--- config.mk ---
export PLATFORM = sky130hd
export DESIGN_NAME = stage_execute
export DESIGN_NICKNAME = d
export VERILOG_FILES = /design/src/rtl/stage_execute.sv
export SDC_FILE = /design/constraint.sdc
export NUM_CORES = 1
export LEC_CHECK = 0
export CORE_UTILIZATION = 35
export DETAILED_ROUTE_END_ITERATION = 10
export SLEW_MARGIN = 15
export SYNTH_ARGS = -nofsm -noshare
export SYNTH_HDL_FRONTEND = slang
export SYNTH_SLANG_ARGS = --single-unit
--- constraint.sdc ---
create_clock -name clk -period 9.3 [get_ports clk]
set_input_delay 0.93 -clock clk [delete_from_list [all_inputs] [get_ports clk]]
set_output_delay 0.93 -clock clk [all_outputs]
set_load 0.01 [all_outputs]
--- src/rtl/stage_execute.sv ---
`default_nettype none
// ============================================================================
// stage_execute : operand forwarding, ALU, branch resolution, EX->MEM register
// Optional forwarding muxes enabled by defining STAGE_EXECUTE_FORWARD_EN.
// Revision: 1.0
// ============================================================================
module stage_execute #(
   parameter int XLEN = 32
) (
   input  logic            clk,
   input  logic            rst_n,
   input  logic            mem_clear,
   input  logic            mem_hold,
   input  logic            ex_reg_write,
   input  logic            ex_mem_write,
   input  logic            ex_jump,
   input  logic            ex_jump_cond,
   input  logic            ex_alu_src,
   input  logic [2:0]      ex_jump_cond_type,
   input  logic [2:0]      ex_alu_control,
   input  logic [1:0]      ex_result_src,
   input  logic [XLEN-1:0] ex_pc,
   input  logic [XLEN-1:0] ex_pc_plus_4,
   input  logic [XLEN-1:0] ex_imm_ext,
   input  logic [XLEN-1:0] ex_rd1,
   input  logic [XLEN-1:0] ex_rd2,
   input  logic [4:0]      ex_rd,
   input  logic [4:0]      ex_rs1,
   input  logic [4:0]      ex_rs2,
   input  logic [1:0]      ex_forward_a,
   input  logic [1:0]      ex_forward_b,
   input  logic [XLEN-1:0] wb_result,
   output logic            ex_pc_src,
   output logic [XLEN-1:0] ex_pc_target,
   output logic [4:0]      ex_rs1_haz,
   output logic [4:0]      ex_rs2_haz,
   output logic [4:0]      ex_rd_haz,
   output logic            mem_reg_write,
   output logic            mem_mem_write,
   output logic [1:0]      mem_result_src,
   output logic [XLEN-1:0] mem_alu_result,
   output logic [XLEN-1:0] mem_write_data,
   output logic [XLEN-1:0] mem_pc_plus_4,
   output logic [4:0]      mem_rd
);

   logic [XLEN-1:0] src_a, write_data, src_b, alu_result;
   logic            cond_true;

   logic            mem_reg_write_q, mem_reg_write_d;
   logic            mem_mem_write_q, mem_mem_write_d;
   logic [1:0]      mem_result_src_q, mem_result_src_d;
   logic [XLEN-1:0] mem_alu_result_q, mem_alu_result_d;
   logic [XLEN-1:0] mem_write_data_q, mem_write_data_d;
   logic [XLEN-1:0] mem_pc_plus_4_q, mem_pc_plus_4_d;
   logic [4:0]      mem_rd_q, mem_rd_d;

`ifdef STAGE_EXECUTE_FORWARD_EN
   // Select 11 is unused by the hazard unit and falls back to the register file.
   always_comb begin
      case (ex_forward_a)
         2'b01:   src_a = wb_result;
         2'b10:   src_a = mem_alu_result_q;
         default: src_a = ex_rd1;
      endcase
      case (ex_forward_b)
         2'b01:   write_data = wb_result;
         2'b10:   write_data = mem_alu_result_q;
         default: write_data = ex_rd2;
      endcase
   end
`else
   logic unused_fwd;
   assign unused_fwd = ^{ex_forward_a, ex_forward_b, wb_result};

   always_comb begin
      src_a      = ex_rd1;
      write_data = ex_rd2;
   end
`endif

   assign src_b = ex_alu_src ? ex_imm_ext : write_data;

   always_comb begin
      case (ex_alu_control)
         3'b000:  alu_result = src_a + src_b;
         3'b001:  alu_result = src_a - src_b;
         3'b010:  alu_result = src_a & src_b;
         3'b011:  alu_result = src_a | src_b;
         3'b100:  alu_result = src_a ^ src_b;
         3'b101:  alu_result = src_a << src_b[4:0];
         3'b110:  alu_result = src_a >> src_b[4:0];
         default: alu_result = {{(XLEN-1){1'b0}}, ($signed(src_a) < $signed(src_b))};
      endcase
   end

   // Branches compare against the forwarded rs2 value, never the immediate.
   always_comb begin
      case (ex_jump_cond_type)
         3'b000:  cond_true = (src_a == write_data);
         3'b001:  cond_true = (src_a != write_data);
         3'b100:  cond_true = ($signed(src_a) <  $signed(write_data));
         3'b101:  cond_true = ($signed(src_a) >= $signed(write_data));
         3'b110:  cond_true = (src_a <  write_data);
         3'b111:  cond_true = (src_a >= write_data);
         default: cond_true = 1'b0;
      endcase
   end

   assign ex_pc_src    = ex_jump | (ex_jump_cond & cond_true);
   assign ex_pc_target = ex_pc + ex_imm_ext;
   assign ex_rs1_haz   = ex_rs1;
   assign ex_rs2_haz   = ex_rs2;
   assign ex_rd_haz    = ex_rd;

   always_comb begin
      mem_reg_write_d  = mem_reg_write_q;
      mem_mem_write_d  = mem_mem_write_q;
      mem_result_src_d = mem_result_src_q;
      mem_alu_result_d = mem_alu_result_q;
      mem_write_data_d = mem_write_data_q;
      mem_pc_plus_4_d  = mem_pc_plus_4_q;
      mem_rd_d         = mem_rd_q;
      if (mem_clear) begin
         mem_reg_write_d  = 1'b0;
         mem_mem_write_d  = 1'b0;
         mem_result_src_d = '0;
         mem_alu_result_d = '0;
         mem_write_data_d = '0;
         mem_pc_plus_4_d  = '0;
         mem_rd_d         = '0;
      end else if (!mem_hold) begin
         mem_reg_write_d  = ex_reg_write;
         mem_mem_write_d  = ex_mem_write;
         mem_result_src_d = ex_result_src;
         mem_alu_result_d = alu_result;
         mem_write_data_d = write_data;
         mem_pc_plus_4_d  = ex_pc_plus_4;
         mem_rd_d         = ex_rd;
      end
   end

   always_ff @(posedge clk or negedge rst_n) begin
      if (!rst_n) begin
         mem_reg_write_q  <= 1'b0;
         mem_mem_write_q  <= 1'b0;
         mem_result_src_q <= '0;
         mem_alu_result_q <= '0;
         mem_write_data_q <= '0;
         mem_pc_plus_4_q  <= '0;
         mem_rd_q         <= '0;
      end else begin
         mem_reg_write_q  <= mem_reg_write_d;
         mem_mem_write_q  <= mem_mem_write_d;
         mem_result_src_q <= mem_result_src_d;
         mem_alu_result_q <= mem_alu_result_d;
         mem_write_data_q <= mem_write_data_d;
         mem_pc_plus_4_q  <= mem_pc_plus_4_d;
         mem_rd_q         <= mem_rd_d;
      end
   end

   assign mem_reg_write  = mem_reg_write_q;
   assign mem_mem_write  = mem_mem_write_q;
   assign mem_result_src = mem_result_src_q;
   assign mem_alu_result = mem_alu_result_q;
   assign mem_write_data = mem_write_data_q;
   assign mem_pc_plus_4  = mem_pc_plus_4_q;
   assign mem_rd         = mem_rd_q;

endmodule
`default_nettype wire

==> results of run 1 <==
==> layout make-up <==
cell class / instances / area [um^2]
inverter: 143 / 536.8
clock inverter: 6 / 51.30
fill: 4234 / 23200
clock buffer: 10 / 229.0
multi-input combinational: 1593 / 11100
timing repair buffer: 352 / 3433
tap: 539 / 674.4
sequential: 105 / 2628
==> through the flow <==
step | area [um^2] | std cells | util
after floorplan | 14840 | 1982 | -
after global placement | 18380 | 2732 | 0.4390
after detailed placement | 18380 | 2732 | 0.4390
after CTS | 18660 | 2748 | 0.4457
after global routing | 18660 | 2748 | 0.4457
final | 18660 | 2748 | 0.4457
==> sequential cells by signal (all words and copies together) (netlist names) <==
signal,flops
mem_write_data,32
mem_result_src,2
mem_alu_result,32
mem_reg_write,1
mem_pc_plus_4,32
mem_rd,5
mem_mem_write,1
==> power by group through the flow <==
| stage | logic [W] | clock network, W | registers (W) |
|---|---|---|---|
| finish | 0.00118 | 0.000387 | 0.000504 |
| global route | 0.00126 | 0.000418 | 0.000509 |
| CTS | 0.00115 | 0.000401 | 0.000505 |
| detailed placement | 0.00115 | 0 | 0.000513 |
| global placement | 0.00114 | 0 | 0.000512 |
| floorplan | 0.000662 | 0 | 0.000525 |
==> layer usage <==
metal,part of all wire,vias up,GRT usage
li1,-,7624,-
met2,0.45,763,0.4638
met3,0.091,88,0.05615
met5,0.00028,-,0
met1,0.44,7847,0.4012
met4,0.021,2,0.08097
==> critical path, cell delays in order <==
cell and delay (ps):
sky130_fd_sc_hd__clkdlybuf4s50_1 660, sky130_fd_sc_hd__mux2i_4 100, sky130_fd_sc_hd__buf_4 340, sky130_fd_sc_hd__inv_2 630, sky130_fd_sc_hd__ha_1 310, sky130_fd_sc_hd__inv_1 70
sky130_fd_sc_hd__fa_1 450, sky130_fd_sc_hd__nor2b_1 170, sky130_fd_sc_hd__o211ai_1 250, sky130_fd_sc_hd__nand4_1 150, sky130_fd_sc_hd__a21oi_1 350, sky130_fd_sc_hd__o211ai_1 300
sky130_fd_sc_hd__a21boi_1 540, sky130_fd_sc_hd__nor3_1 90, sky130_fd_sc_hd__a2111oi_0 440, sky130_fd_sc_hd__o21ai_0 350, sky130_fd_sc_hd__a22o_1 290
==> path summary, 6_finish.rpt <==
kind                                    start                  to  slack (ps)  cells after the start
max reg2reg                mem_alu_result[25]  mem_alu_result[25]        7590                      5
min in group asynchronous               rst_n    mem_pc_plus_4[0]         500                      1
max in group asynchronous               rst_n   mem_write_data[1]        7510                      2
min                        mem_alu_result[13]  mem_alu_result[13]         480                      2
max                                 ex_rd2[0]  mem_alu_result[20]        3140                     17
min reg2reg                mem_alu_result[13]  mem_alu_result[13]         480                      2
==> logic make-up after synthesis <==
family / after synthesis / synth area share
DFF: 105 / 0.1771
muxes: 176 / 0.1227
xor gates and xnor gates: 42 / 0.02479
buffers and inverters: 284 / 0.07790
AOI/OAI and AO/OA: 615 / 0.2813
and+or+nand+nor: 597 / 0.1774
adders and majority gates: 163 / 0.1389
==> cells in the mapped netlist, drive strengths merged, types with 6 or more instances <==
cell type / n
dfrtp: 105
a22o: 15
a32oi: 8
xnor2: 33
nor3: 51
inv: 142
a211oi: 28
a21oi: 151
o21a: 43
a221oi: 22
o31ai: 10
and2: 8
nor4: 6
nand3: 34
a21o: 32
mux2: 7
a221o: 12
o21ai: 128
o311ai: 6
and3: 11
or3: 8
a31oi: 23
o221ai: 9
clkbuf: 87
nand2: 173
nand2b: 11
buf: 54
a222oi: 9
o22ai: 14
nor2b: 12
mux2i: 166
ha: 160
nor2: 240
o211ai: 27
o21bai: 17
nand4: 20
xor2: 9
==> metrics.txt, run 1 <==
worst voltage drop across the vdd grid=around 76 uV; number of register bits inferred by synthesis=~110; main area contributors after synthesis=sky130_fd_sc_hd__dfrtp_1 (18%), sky130_fd_sc_hd__ha_1 (13%), sky130_fd_sc_hd__mux2i_1 (11%), sky130_fd_sc_hd__nor2_1 (6.1%), sky130_fd_sc_hd__a21oi_1 (5.0%); clock tree from TritonCTS=done; Crit path arrival time=roughly 6500 ps; core area=approximately 42000 um^2; post-synthesis instance total=slightly below 2000; last weighted congestion value of the routability-driven placer=~1.0; cell type with the largest total area after synthesis=sky130_fd_sc_hd__dfrtp_1; die width=~210 um; H-Tree Depth=3; clock tree root buffer cell=sky130_fd_sc_hd__clkbuf_16; leading cell type in the layout, fill and taps excluded=sky130_fd_sc_hd__clkdlybuf4s50_1; overall die height=between 200 and 250 um; global-route wire length before repair=roughly 97000 um; Place WS=approximately 2800 ps; fraction of power consumed by sequential logic=0.244; required time of the worst setup path=9580 ps; commonest non-fill, non-tap cells in the layout=sky130_fd_sc_hd__clkdlybuf4s50_1 (319), sky130_fd_sc_hd__nor2_1 (239), sky130_fd_sc_hd__nand2_1 (173); # hold bufs at CTS=0; proportion of layout cells with a drive suffix above 1=0.04346; Final HPWL DP=around 51000 um; number of synthesis warnings=0; Final WS setup=about 3100 ps; net load switching power=about 0.0009 W; Core Rows=between 70 and 80; result of the run=completed; Max Cap Violations=0; Worst Max-Slew Pin Slew=around 900 ps; Mapped Avg Cell Area=7.488 um^2; Hold Worst Slack=between 400 and 500 ps; Antenna Diode Count=0; number of synthesized flops with an enable pin=0; post-CTS resize count=0; startpoint class of the critical path=input port; share of the synthesized area in the top cell type=0.1771; sink count of the clock tree=between 100 and 150; Total Wirelength=about 64000 um; area of the mapped netlist=around 15000 um^2; internal power=0.001153 W; net count reported at finish=~2600; PwrDens=around 110 nW/um^2; number of design-rule violations left by the first detailed-router iteration=approximately 1800; Max-Slew Margin vs Limit=0.4051; via count of the first global-routing pass=about 16000; predominant post-synthesis flop cell=sky130_fd_sc_hd__dfrtp_1; starting density of the core=0.3546; clock latency on the worst-skew pair=around 400 ps; final period utilization=0.6628; deepest clock path buffer count=2; antenna violations before repair=1; number of search-and-repair iterations in the first detailed-routing pass=9; setup total negative slack=0 ps; routed length per placed instance=approximately 23 um; Boundary Pins=roughly 380; maximum fanout along the worst path=slightly below 60; number of buffers created by CTS=9; capturing element type of the critical path=register; power after layout=0.002069 W; synth-to-layout area growth=25.71%; distinct cell type count of the synthesized netlist=90; RSZ-0062 raised after global routing=no; proportion of synthesized flip-flops having asynchronous set or reset=1.000; number of nets with antenna violations after detailed routing=0; Achievable Freq=162.2 MHz; Setup Buffers After CTS=0; sequential share of the synthesized area=0.1771; final hold violations=0; number of vias per cell=slightly below 6; part of the total power dissipated in the clock network=0.187; min-delay worst type=reg -> reg; Tmin final=between 6000 and 7000 ps; startpoint-to-endpoint class of the critical path=in -> reg; clock tree skew after final layout=0 ps; Total GRT Usage=0.2919; maximum number of pins on one net before global-route repair=slightly below 80; number of pins exceeding their max-slew limit in the final report=0; register clock-pin slew on the reported worst setup and hold paths=70 ps; die area=around 43000 um^2; fraction of power consumed by combinational cells=0.570; sum of overflow across all layers after global routing=0; Post-Syn Nets=about 2400; Setup violations, final=0; number of vias after detailed routing=around 16000; switching fraction of total power=0.4428; Port-buffer cells=roughly 320; detailed-route DRC error count=0; static leakage=~8.4 nW
Power figures use the tool's default switching activity.
==> inputs of run 2 (changes only) <==
==> constraint.sdc (replaced) <==
create_clock -name clk -period 5.3 [get_ports clk]
set_input_delay 0.53 -clock clk [delete_from_list [all_inputs] [get_ports clk]]
set_output_delay 0.53 -clock clk [all_outputs]
set_load 0.01 [all_outputs]
==> run 2 against run 1 <==
Power increased by 79%. First-iteration DRC count increased by 6.4%. Register-to-register slack got worse by 4200 ps. Count of clock-buffer cells in the layout decreased by 1. Global-route usage increased by 0.26 points. Flip-flop and latch count unchanged. Worst setup slack got worse by 2800 ps. Combinational power increased by 78%. Largest power group unchanged. Wire length increased by 0.57%. Non-clock buffer count increased by 33.
==> metrics.txt, run 2 (synthesis results as in run 1) <==
PwrDens=just under 200 nW/um^2; last weighted congestion value of the routability-driven placer=between 1 and 1.5; die area=about 43000 um^2; routed length per placed instance=between 20 and 25 um; final period utilization=0.9390; H-Tree Depth=3; RSZ-0062 raised after global routing=no; Port-buffer cells=roughly 320; Antenna Diode Count=0; detailed-route DRC error count=0; proportion of layout cells with a drive suffix above 1=0.05756; synth-to-layout area growth=27.73%; Boundary Pins=~380; number of vias per cell=between 5 and 6; number of search-and-repair iterations in the first detailed-routing pass=6; # hold bufs at CTS=0; result of the run=completed; post-route standard cell area excluding fillers=18960 um^2; required time of the worst setup path=between 4000 and 5000 ps; setup total negative slack=0 ps; global-route wire length before repair=~98000 um; leading cell type in the layout, fill and taps excluded=sky130_fd_sc_hd__clkdlybuf4s50_1; placed instance area=18650 um^2; overall die height=207.9 um; clock tree from TritonCTS=done; deepest clock path buffer count=2; Max Cap Violations=0; sink count of the clock tree=105; final hold violations=0; Setup violations, final=0; Critical R2R Launch=mem_alu_result[31]; Total GRT Usage=0.2944; Max-Slew Margin vs Limit=0.3887; die width=roughly 210 um; Setup Buffers After CTS=0; maximum number of pins on one net before global-route repair=77; core area=roughly 42000 um^2; Achievable Freq=~200 MHz; Crit path arrival time=around 4500 ps; static leakage=8.609 nW; maximum fanout along the worst path=6; register clock-pin slew on the reported worst setup and hold paths=~80 ps; sum of overflow across all layers after global routing=0; post-CTS resize count=0; Final HPWL DP=between 50000 and 60000 um; clock latency on the worst-skew pair=390 ps; via count of the first global-routing pass=16030; number of pins exceeding their max-slew limit in the final report=0; antenna violations before repair=0; min-delay worst type=in -> async; capturing element type of the critical path=output pin; Worst Max-Slew Pin Slew=approximately 900 ps; Setup crit start=ex_imm_ext[8]; Total Wirelength=64760 um; Tmin final=approximately 5000 ps; startpoint class of the critical path=input port; clock tree root buffer cell=sky130_fd_sc_hd__clkbuf_16; net count reported at finish=~2600; startpoint-to-endpoint class of the critical path=in -> out; commonest non-fill, non-tap cells in the layout=sky130_fd_sc_hd__clkdlybuf4s50_1 (319), sky130_fd_sc_hd__nor2_1 (239), sky130_fd_sc_hd__nand2_1 (173); number of vias after detailed routing=around 17000; Core Rows=75; number of buffers created by CTS=9; clock tree skew after final layout=0 ps; starting density of the core=0.3546; number of nets with antenna violations after detailed routing=0; number of design-rule violations left by the first detailed-router iteration=approximately 1900; worst voltage drop across the vdd grid=roughly 130 uV
[run 2: critical path, stage by stage]
cell and delay, ps:
sky130_fd_sc_hd__clkdlybuf4s50_1 430, sky130_fd_sc_hd__ha_1 370, sky130_fd_sc_hd__a21oi_1 230, sky130_fd_sc_hd__a21boi_0 120
sky130_fd_sc_hd__a311o_1 370, sky130_fd_sc_hd__o21bai_1 360, sky130_fd_sc_hd__o211ai_1 180, sky130_fd_sc_hd__a31o_2 290
sky130_fd_sc_hd__or4_1 440, sky130_fd_sc_hd__a31o_2 270, sky130_fd_sc_hd__a21oi_2 140, sky130_fd_sc_hd__xnor2_1 140
sky130_fd_sc_hd__clkdlybuf4s50_1 570
[run 2: stage by stage]
step / setup WS [ps] / cells / utilization / total power, W / hold WS (ps)
floorplan: 1253 / 1982 / - / 0.002083 / 234.4
detailed placement: 387.9 / 2765 / 0.4457 / 0.002950 / 471.8
global route: 90.53 / 2780 / 0.4529 / 0.003919 / 241.5
finish: 323.1 / 2780 / 0.4529 / 0.003706 / 177.6
CTS: 374.5 / 2780 / 0.4529 / 0.003690 / 209.2
global placement: 443.6 / 2765 / 0.4457 / 0.002937 / 468.0
[run 2: worst paths after layout]
kind | to | slack (ps) | cells after the start
max | ex_pc_target[30] | 320 | 13
min reg2reg | mem_alu_result[17] | 480 | 2
min in group clk | mem_alu_result[17] | 480 | 2
min | mem_pc_plus_4[0] | 180 | 1
max in group asynchronous | mem_write_data[5] | 3970 | 2
max reg2reg | mem_alu_result[31] | 3370 | 5
[run 2: per-layer routing]
layer / wire length (um) / vias up / global-route usage
met2: 28390 / 812 / 0.4551
li1: - / 7683 / -
met3: 5992 / 95 / 0.05132
met4: 1822 / 0 / 0.09681
met5: 0 / - / 0
met1: 28560 / 7944 / 0.4128
[run 2: layout make-up]
type,instances,area [um^2]
Fill cell,4247,22900
Sequential cell,105,2628
Inverter,143,536.8
Clock inverter,6,76.32
Clock buffer,9,225.2
Tap cell,539,674.4
Multi-Input combinational cell,1593,11110
Timing Repair Buffer,385,3706
[run 2: report_power, final]
part	internal [W]	switching, W
clock network	0.000371	0.000348
logic	0.000872	0.00123
registers	0.000853	0.0000317
total	0.00210	0.00161
